### src/rtl/wb_write_arbiter.sv
// Purpose : owns the register-file write port and shares it between pipeline
//           writeback and debug register writes; pipeline writes always win.
// Latency : 1 cycle from the winning request to rf_*; debug worst case is
//           bounded by the starvation counter plus the forced stall.
// Backpressure: a debug request is held (level) until dbg_ack; after
//           STARVE_MAX denied cycles stall_pipe freezes the pipeline so the
//           debug write can land.
//
// Ports:
//   clk, reset                       system clock, synchronous active-high reset
//   pipe_regWrite/WriteReg/WriteData MEM/WB write request and WB-mux data
//   dbg_req/addr/data, dbg_ack       debug write request (level) and done pulse
//   stall_pipe                       to hazard unit: freeze pipe, bubble MEM/WB
//   rf_we/rf_waddr/rf_wdata          registered register-file write port
//   conflict_err                     sticky: pipeline wrote during forced stall
module wb_write_arbiter #(
    parameter int DATA_W     = 32,
    parameter int ADDR_W     = 5,
    parameter int STARVE_MAX = 8
) (
    input  logic              clk,
    input  logic              reset,
    input  logic              pipe_regWrite,
    input  logic [ADDR_W-1:0] pipe_writeReg,
    input  logic [DATA_W-1:0] pipe_writeData,
    input  logic              dbg_req,
    input  logic [ADDR_W-1:0] dbg_addr,
    input  logic [DATA_W-1:0] dbg_data,
    output logic              dbg_ack,
    output logic              stall_pipe,
    output logic              rf_we,
    output logic [ADDR_W-1:0] rf_waddr,
    output logic [DATA_W-1:0] rf_wdata,
    output logic              conflict_err
);

    localparam int CNT_W = $clog2(STARVE_MAX + 1);
    localparam logic [CNT_W-1:0] CNT_LIMIT = CNT_W'(STARVE_MAX);

    typedef enum logic [1:0] {
        ST_IDLE  = 2'd0,
        ST_WAIT  = 2'd1,
        ST_STALL = 2'd2,
        ST_ACK   = 2'd3
    } state_t;

    state_t            state_q, state_d;
    logic [CNT_W-1:0]  cnt_q, cnt_d;
    logic [CNT_W-1:0]  cnt_inc;

    logic              dbg_ack_q, dbg_ack_d;
    logic              stall_q, stall_d;
    logic              rf_we_q, rf_we_d;
    logic [ADDR_W-1:0] rf_waddr_q, rf_waddr_d;
    logic [DATA_W-1:0] rf_wdata_q, rf_wdata_d;
    logic              conflict_q, conflict_d;

    logic              pipe_hit;
    logic              dbg_grant;

    // Writes to register 0 are discarded by the register file, so they do
    // not occupy the port and never block a debug write.
    assign pipe_hit  = pipe_regWrite && (pipe_writeReg != '0);

    // In ACK the request still held high is the one already served; a new
    // grant needs dbg_req to go low first (ACK -> IDLE).
    assign dbg_grant = (state_q != ST_ACK) && dbg_req && !pipe_hit;

    assign cnt_inc   = cnt_q + CNT_W'(1);

    // ------------------------------------------------------------------
    // State register (also holds the registered outputs)
    // ------------------------------------------------------------------
    always_ff @(posedge clk) begin
        if (reset) begin
            state_q    <= ST_IDLE;
            cnt_q      <= '0;
            dbg_ack_q  <= 1'b0;
            stall_q    <= 1'b0;
            rf_we_q    <= 1'b0;
            rf_waddr_q <= '0;
            rf_wdata_q <= '0;
            conflict_q <= 1'b0;
        end else begin
            state_q    <= state_d;
            cnt_q      <= cnt_d;
            dbg_ack_q  <= dbg_ack_d;
            stall_q    <= stall_d;
            rf_we_q    <= rf_we_d;
            rf_waddr_q <= rf_waddr_d;
            rf_wdata_q <= rf_wdata_d;
            conflict_q <= conflict_d;
        end
    end

    // ------------------------------------------------------------------
    // Next-state and starvation counter
    // ------------------------------------------------------------------
    always_comb begin
        state_d = state_q;
        cnt_d   = cnt_q;
        case (state_q)
            ST_IDLE, ST_WAIT: begin
                if (!dbg_req) begin
                    state_d = ST_IDLE;
                    cnt_d   = '0;
                end else if (dbg_grant) begin
                    state_d = ST_ACK;
                    cnt_d   = '0;
                end else begin
                    // Denied only because the pipeline hit the port.
                    cnt_d   = cnt_inc;
                    state_d = (cnt_inc == CNT_LIMIT) ? ST_STALL : ST_WAIT;
                end
            end
            ST_STALL: begin
                if (!dbg_req) begin
                    state_d = ST_IDLE;
                    cnt_d   = '0;
                end else if (dbg_grant) begin
                    state_d = ST_ACK;
                    cnt_d   = '0;
                end
                // A pipeline hit here breaks the hazard contract: stay in
                // STALL and keep waiting for a free cycle.
            end
            ST_ACK: begin
                cnt_d = '0;
                if (!dbg_req) begin
                    state_d = ST_IDLE;
                end
            end
            default: begin
                state_d = ST_IDLE;
                cnt_d   = '0;
            end
        endcase
    end

    // ------------------------------------------------------------------
    // Output next-values (all outputs are flop outputs)
    // ------------------------------------------------------------------
    always_comb begin
        dbg_ack_d  = dbg_grant;
        stall_d    = (state_d == ST_STALL);
        rf_we_d    = 1'b0;
        rf_waddr_d = rf_waddr_q;
        rf_wdata_d = rf_wdata_q;
        conflict_d = conflict_q || ((state_q == ST_STALL) && pipe_hit);

        if (dbg_grant) begin
            // A debug write to register 0 is acknowledged but not enabled.
            rf_we_d    = (dbg_addr != '0);
            rf_waddr_d = dbg_addr;
            rf_wdata_d = dbg_data;
        end else if (pipe_hit) begin
            rf_we_d    = 1'b1;
            rf_waddr_d = pipe_writeReg;
            rf_wdata_d = pipe_writeData;
        end
    end

    assign dbg_ack      = dbg_ack_q;
    assign stall_pipe   = stall_q;
    assign rf_we        = rf_we_q;
    assign rf_waddr     = rf_waddr_q;
    assign rf_wdata     = rf_wdata_q;
    assign conflict_err = conflict_q;

endmodule

### config.mk
export PLATFORM = sky130hd
export DESIGN_NAME = wb_write_arbiter
export DESIGN_NICKNAME = d
export VERILOG_FILES = /design/src/rtl/wb_write_arbiter.sv
export SDC_FILE = /design/constraint.sdc
export NUM_CORES = 1
export LEC_CHECK = 0
export CORE_UTILIZATION = 29
export DETAILED_ROUTE_END_ITERATION = 8
export GPL_ROUTABILITY_DRIVEN = 0
export SLEW_MARGIN = 5
export SYNTH_ARGS = -nofsm -noshare
export SYNTH_HDL_FRONTEND = slang
export SYNTH_SLANG_ARGS = --single-unit
### constraint.sdc
create_clock -name clk -period 2.17 [get_ports clk]
set_input_delay 0.217 -clock clk [delete_from_list [all_inputs] [get_ports clk]]
set_output_delay 0.217 -clock clk [all_outputs]
set_load 0.1 [all_outputs]
* Yosys cells after proc, flatten, opt, wreduce, memory -nomap -nowiden
Index checks and enable logic that the tools add are counted.
** Word-level totals
- Flip-flop bits (word level) :: 47
- Output and inout bits :: 41
- Logic and storage cells :: 45
** Cells by class
- Add/subtract/negate cells :: 1
- Eq/ne operators :: 7
- Mux-type cells :: 18
- Reduce and logical (&&, ||, !) cells :: 11
** Operators by type and width (number)
- two-way mux 32 bit :: 2
- two-way mux 4 bit :: 4
- two-way mux 2 bit :: 6
- case mux 4 bit (3 select lines) :: 1
- two-way mux 5 bit :: 2
- nonzero test 5 bit :: 2
- equality test 2 bit (second input constant) :: 3
- case mux 2 bit (3 select lines) :: 1
- adder 4 x 1 -> 4 bit (second input constant) :: 1
- equality test 4 bit (second input constant) :: 1
- logical AND 1 bit :: 4
- inequality test 3 bit (second input constant) :: 1
- equality test 2 x 1 -> 1 bit (second input constant) :: 1
- zero test 2 bit :: 1
- two-way mux 1 bit :: 2
- inequality test 2 bit (second input constant) :: 1
- nonzero test 2 bit :: 1
- OR reduction 2 bit :: 1
- zero test 1 bit :: 1
- logical OR 1 bit :: 1

* Depth between registers and ports, before layout
- Word-level depth :: 8
- Depth in mapped cells :: 5
- Mapped depth without buffers :: 4

* Worst setup path before layout
Ideal clock, no wire load.
- Path kind :: flip-flop to flip-flop
- Start :: register, netlist name rf_waddr[0]
- End :: register rf_waddr_q[0], in the netlist rf_waddr[0]
- Arrival time :: 1357 ps
- Required time :: 2075 ps
- Slack :: 718 ps
- Stages on the path, launching flop included :: 3
- Cell sequence :: dfxtp_1 > mux2i_1 > a221oi_1
** RTL lines
- to (signal assigned) :: RTL line 90 : rf_waddr_q <= rf_waddr_d;
- to (decl) :: RTL line 54 : logic [ADDR_W-1:0] rf_waddr_q, rf_waddr_d;

* Final worst setup path
- Start :: input port pipe_writeReg[1]
- End :: register stall_q, in the netlist stall_pipe
** Between the ends
- Longest elaborated chain between the ends :: 8
** RTL lines
- from (decl) :: RTL line 24 : input logic [ADDR_W-1:0] pipe_writeReg,
- nonzero test 5 bit * :: RTL line 63 : assign pipe_hit = pipe_regWrite && (pipe_writeReg != '0);
- logical AND 1 bit * :: RTL line 63
- zero test 1 bit * :: RTL line 67 : assign dbg_grant = (state_q != ST_ACK) && dbg_req && !pipe_hit;
- logical AND 1 bit * :: RTL line 67
- two-way mux 2 bit (on tied branches) :: RTL line 120, 107
- two-way mux 2 bit (on tied branches) :: RTL line 117, 104
- case mux 2 bit (3 select lines) * :: RTL line 102 : case (state_q)
- equality test 2 bit * :: RTL line 145 : stall_d = (state_d == ST_STALL);
- to (signal assigned) :: RTL line 88 : stall_q <= stall_d;
- to (decl) :: RTL line 52 : logic stall_q, stall_d;
Every way passes the cells marked *; elsewhere a longest branch is shown, timed or not.
A chain may end at the register's enable or synchronous reset.

==> out/metrics.yaml <==
run_status:
  status: "finished clean"
die:
  num_rows: 31
  dieArea_sq_um: 8090
  placeableCoreArea_sq_um: 7370
  start_util_pct: 30.4
  ios: 119
  dieWidth_um: 89.9
  dieHeight_um: 89.9
global_route:
  grt_use_total_pct: 17.3
  grt.overflow.total: 0
  maximum_number_of_pins_on_one_net_before_global_route_repair: 40
  antenna_violations_before_repair: 0
  first_global_vias: 2252
  grt_first_pass_wirelength_um: 11300
sta:
  rsz0062_at_grt: "no"
  finalCriticalPeriod_ps: 1630
  worst_tran_pin_value_ps: 431
  clock_skew_ps: 3.11
  fmaxAchievable_mhz: 614
  setup_tns_ps: 0
  fin_ws_ps: 541
  slew_viol_final: 0
  setup_viol_count_final: 0
  final_min_period_over_clock_period_pct: 75.1
  fin_worst_hold_slack_ps: 495
  hold_viol_final: 0
  slew_headroom_pct: 71.2
setup_path:
  crit_type: "input port to flip-flop"
  worst-endpoint-required_ps: 2370
  crit_chain: "clkdlybuf4s50_1 > or4_4 > o211ai_1 > o21ba_2"
  critical_path_peak_fanout: 5
  end_kind: "flip-flop"
  rr_worst_depth: 4
  timing.reg2reg.setup_slack_ps: 760
  worstPathArrival_ps: 1820
  critical_path.max_stage_delay_ps: 530
  timing.critical_path.slowest_stage_cell: "sky130_fd_sc_hd__or4_4"
  crit_path_start_kind: "input port"
clocking:
  cts_hold_buf: 0
  htreeDepth: 2
  ctsRootBufferMaster: "sky130_fd_sc_hd__clkbuf_8"
  clkLatencyLatePin_ps: 290
  cts.path.max_buffers: 2
  worst_setup_hold_path_clk_slew_ps: 80
  cts.sink_count: 47
  cts-resized-gates: 0
  cts_post_setup_buffers_inserted: 0
  cts_tree: "done"
  tritoncts.num_buffers: 5
place:
  place.detailed.hpwl_um: 4830
  io_buffers: 118
  preCtsSetupSlack_ps: 246
synth:
  synth_seq_area_share_pct: 42.0
  avgSynthCellArea_sq_um: 10.1
  synth_cells: 223
  yosys_register_bits: 47
  synth_cell_type_count: 33
  syn-num-nets: 302
  yosysWarnings: 0
  netlist_area_sq_um: 2240
drt:
  drcViolationCount: 0
  drt_iter0_drc: 93
  ant_nets: 0
  wirelength_um: 6800
  firstDrtPassIters: 4
  detail_route.vias_per_cell: 5.02
  vias: 2198
  post_drt_wl_per_cell_um: 15.5
final_layout:
  antenna-diode-count: 0
  areaGrowthSynthToFinish_pct: 59.1
  final_common_cell: "sky130_fd_sc_hd__clkdlybuf4s50_1"
  layout-drive-gt1-share_pct: 19.8
  finish.net_count: 418
  fill_cell_instance_count_of_the_final_layout: 691
  most-common-layout-cells: "sky130_fd_sc_hd__clkdlybuf4s50_1 (77), sky130_fd_sc_hd__a211oi_1 (51), sky130_fd_sc_hd__buf_4 (49)"
hold_path:
  min_path_cells: 2
  min_path_type: "flip-flop to flip-flop"
power:
  post_layout_total_power_w: 0.00240
  leakage_nw: 1.42
  worst_ir_drop_on_vdd_v: 0.000311
  powerDensity_nw_per_um2: 672
flow_run:
  timing.max_cap.violations: 0
==> logic make-up (layout without fill, tap and decap cells) <==
group / Yosys count / in the layout / synth area share, %
AO/OA/AOI/OAI: 82 / 82 / 27.6
adder cells (fa/ha/maj): 1 / 1 / 0.558
buffers and inverters: 24 / 140 / 5.69
flip-flops: 47 / 47 / 42.0
multiplexers: 37 / 37 / 16.5
AND/OR/NAND/NOR: 32 / 32 / 7.65
==> Yosys cell counts, drive strengths merged <==
| master | instances | area [sq um] |
|---|---|---|
| nor2 | 16 | 60.1 |
| o2bb2ai | 1 | 8.76 |
| a221oi | 11 | 96.3 |
| a21oi | 7 | 35.0 |
| inv | 2 | 7.50 |
| nand2b | 2 | 12.5 |
| o211ai | 1 | 7.51 |
| clkbuf | 10 | 37.5 |
| nor2b | 2 | 12.5 |
| a21bo | 1 | 10.0 |
| nand2 | 5 | 18.8 |
| a31oi | 1 | 6.26 |
| nand3b | 2 | 15.0 |
| buf | 11 | 78.8 |
| mux2i | 37 | 370 |
| a211oi | 51 | 383 |
| a21boi | 1 | 7.51 |
| clkinv | 1 | 3.75 |
| o21ba | 1 | 10.0 |
| o21ai | 4 | 31.3 |
| nand4 | 1 | 6.26 |
| ha | 1 | 12.5 |
| or4 | 2 | 18.8 |
| and3 | 1 | 6.26 |
| dfxtp | 47 | 941 |
| o31a | 1 | 8.76 |
| o31ai | 2 | 15.0 |
| nor4 | 1 | 21.3 |
==> power by group <==
group	switching [W]	leakage [nW]	total [W]	internal [W]
clock network	0.000283	0.0470	0.000534	0.000250
registers	0.0000382	0.390	0.000962	0.000924
logic	0.000598	0.981	0.000901	0.000303
total	0.000919	1.42	0.00240	0.00148
==> critical path: cells and delay by family <==
kind,cells,cell delay (ps)
AO/OA/AOI/OAI,2,580
AND/OR/NAND/NOR,1,530
buffers and inverters,1,490
==> final cells by class <==
type / instances / area (sq um) / area share [%]
repair buffers: 130 / 1220 / 34.2
multi-input cells: 152 / 1180 / 33.2
flip-flops and latches: 47 / 941 / 26.4
well taps: 99 / 124 / 3.47
clock buffers: 6 / 82.6 / 2.31
inverters: 3 / 11.3 / 0.316
clock inverters: 1 / 5.00 / 0.140
==> path summary, 6_finish.rpt <==
kind,from,endpoint
worst min register to register,conflict_err,conflict_err
worst min-delay path,conflict_err,conflict_err
worst max register to register,state_q[1],rf_wdata[30]
worst max-delay path,pipe_writeReg[1],stall_pipe
==> flip-flops by register name (all words and copies together) (netlist names) <==
| register | cells |
|---|---|
| cnt_q | 4 |
| dbg_ack | 1 |
| stall_pipe | 1 |
| state_q | 2 |
| rf_wdata | 32 |
| conflict_err | 1 |
| rf_waddr | 5 |
| rf_we | 1 |
==> through the flow <==
step	std cells	cell area (sq um)	utilization [%]
finish	438	3570	48.4
global route	438	3570	48.4
CTS	438	3570	48.4
detailed placement	431	3480	47.2
global placement	431	3480	47.2
floorplan	223	2240	-
==> per-layer routing <==
layer / wire length (um) / track usage, %
met4: 87 / 5.24
met5: 0 / 0
met1: 3060 / 21.1
met2: 3270 / 30.4
met3: 378 / 3.72
(Power assumes the default switching activity.)
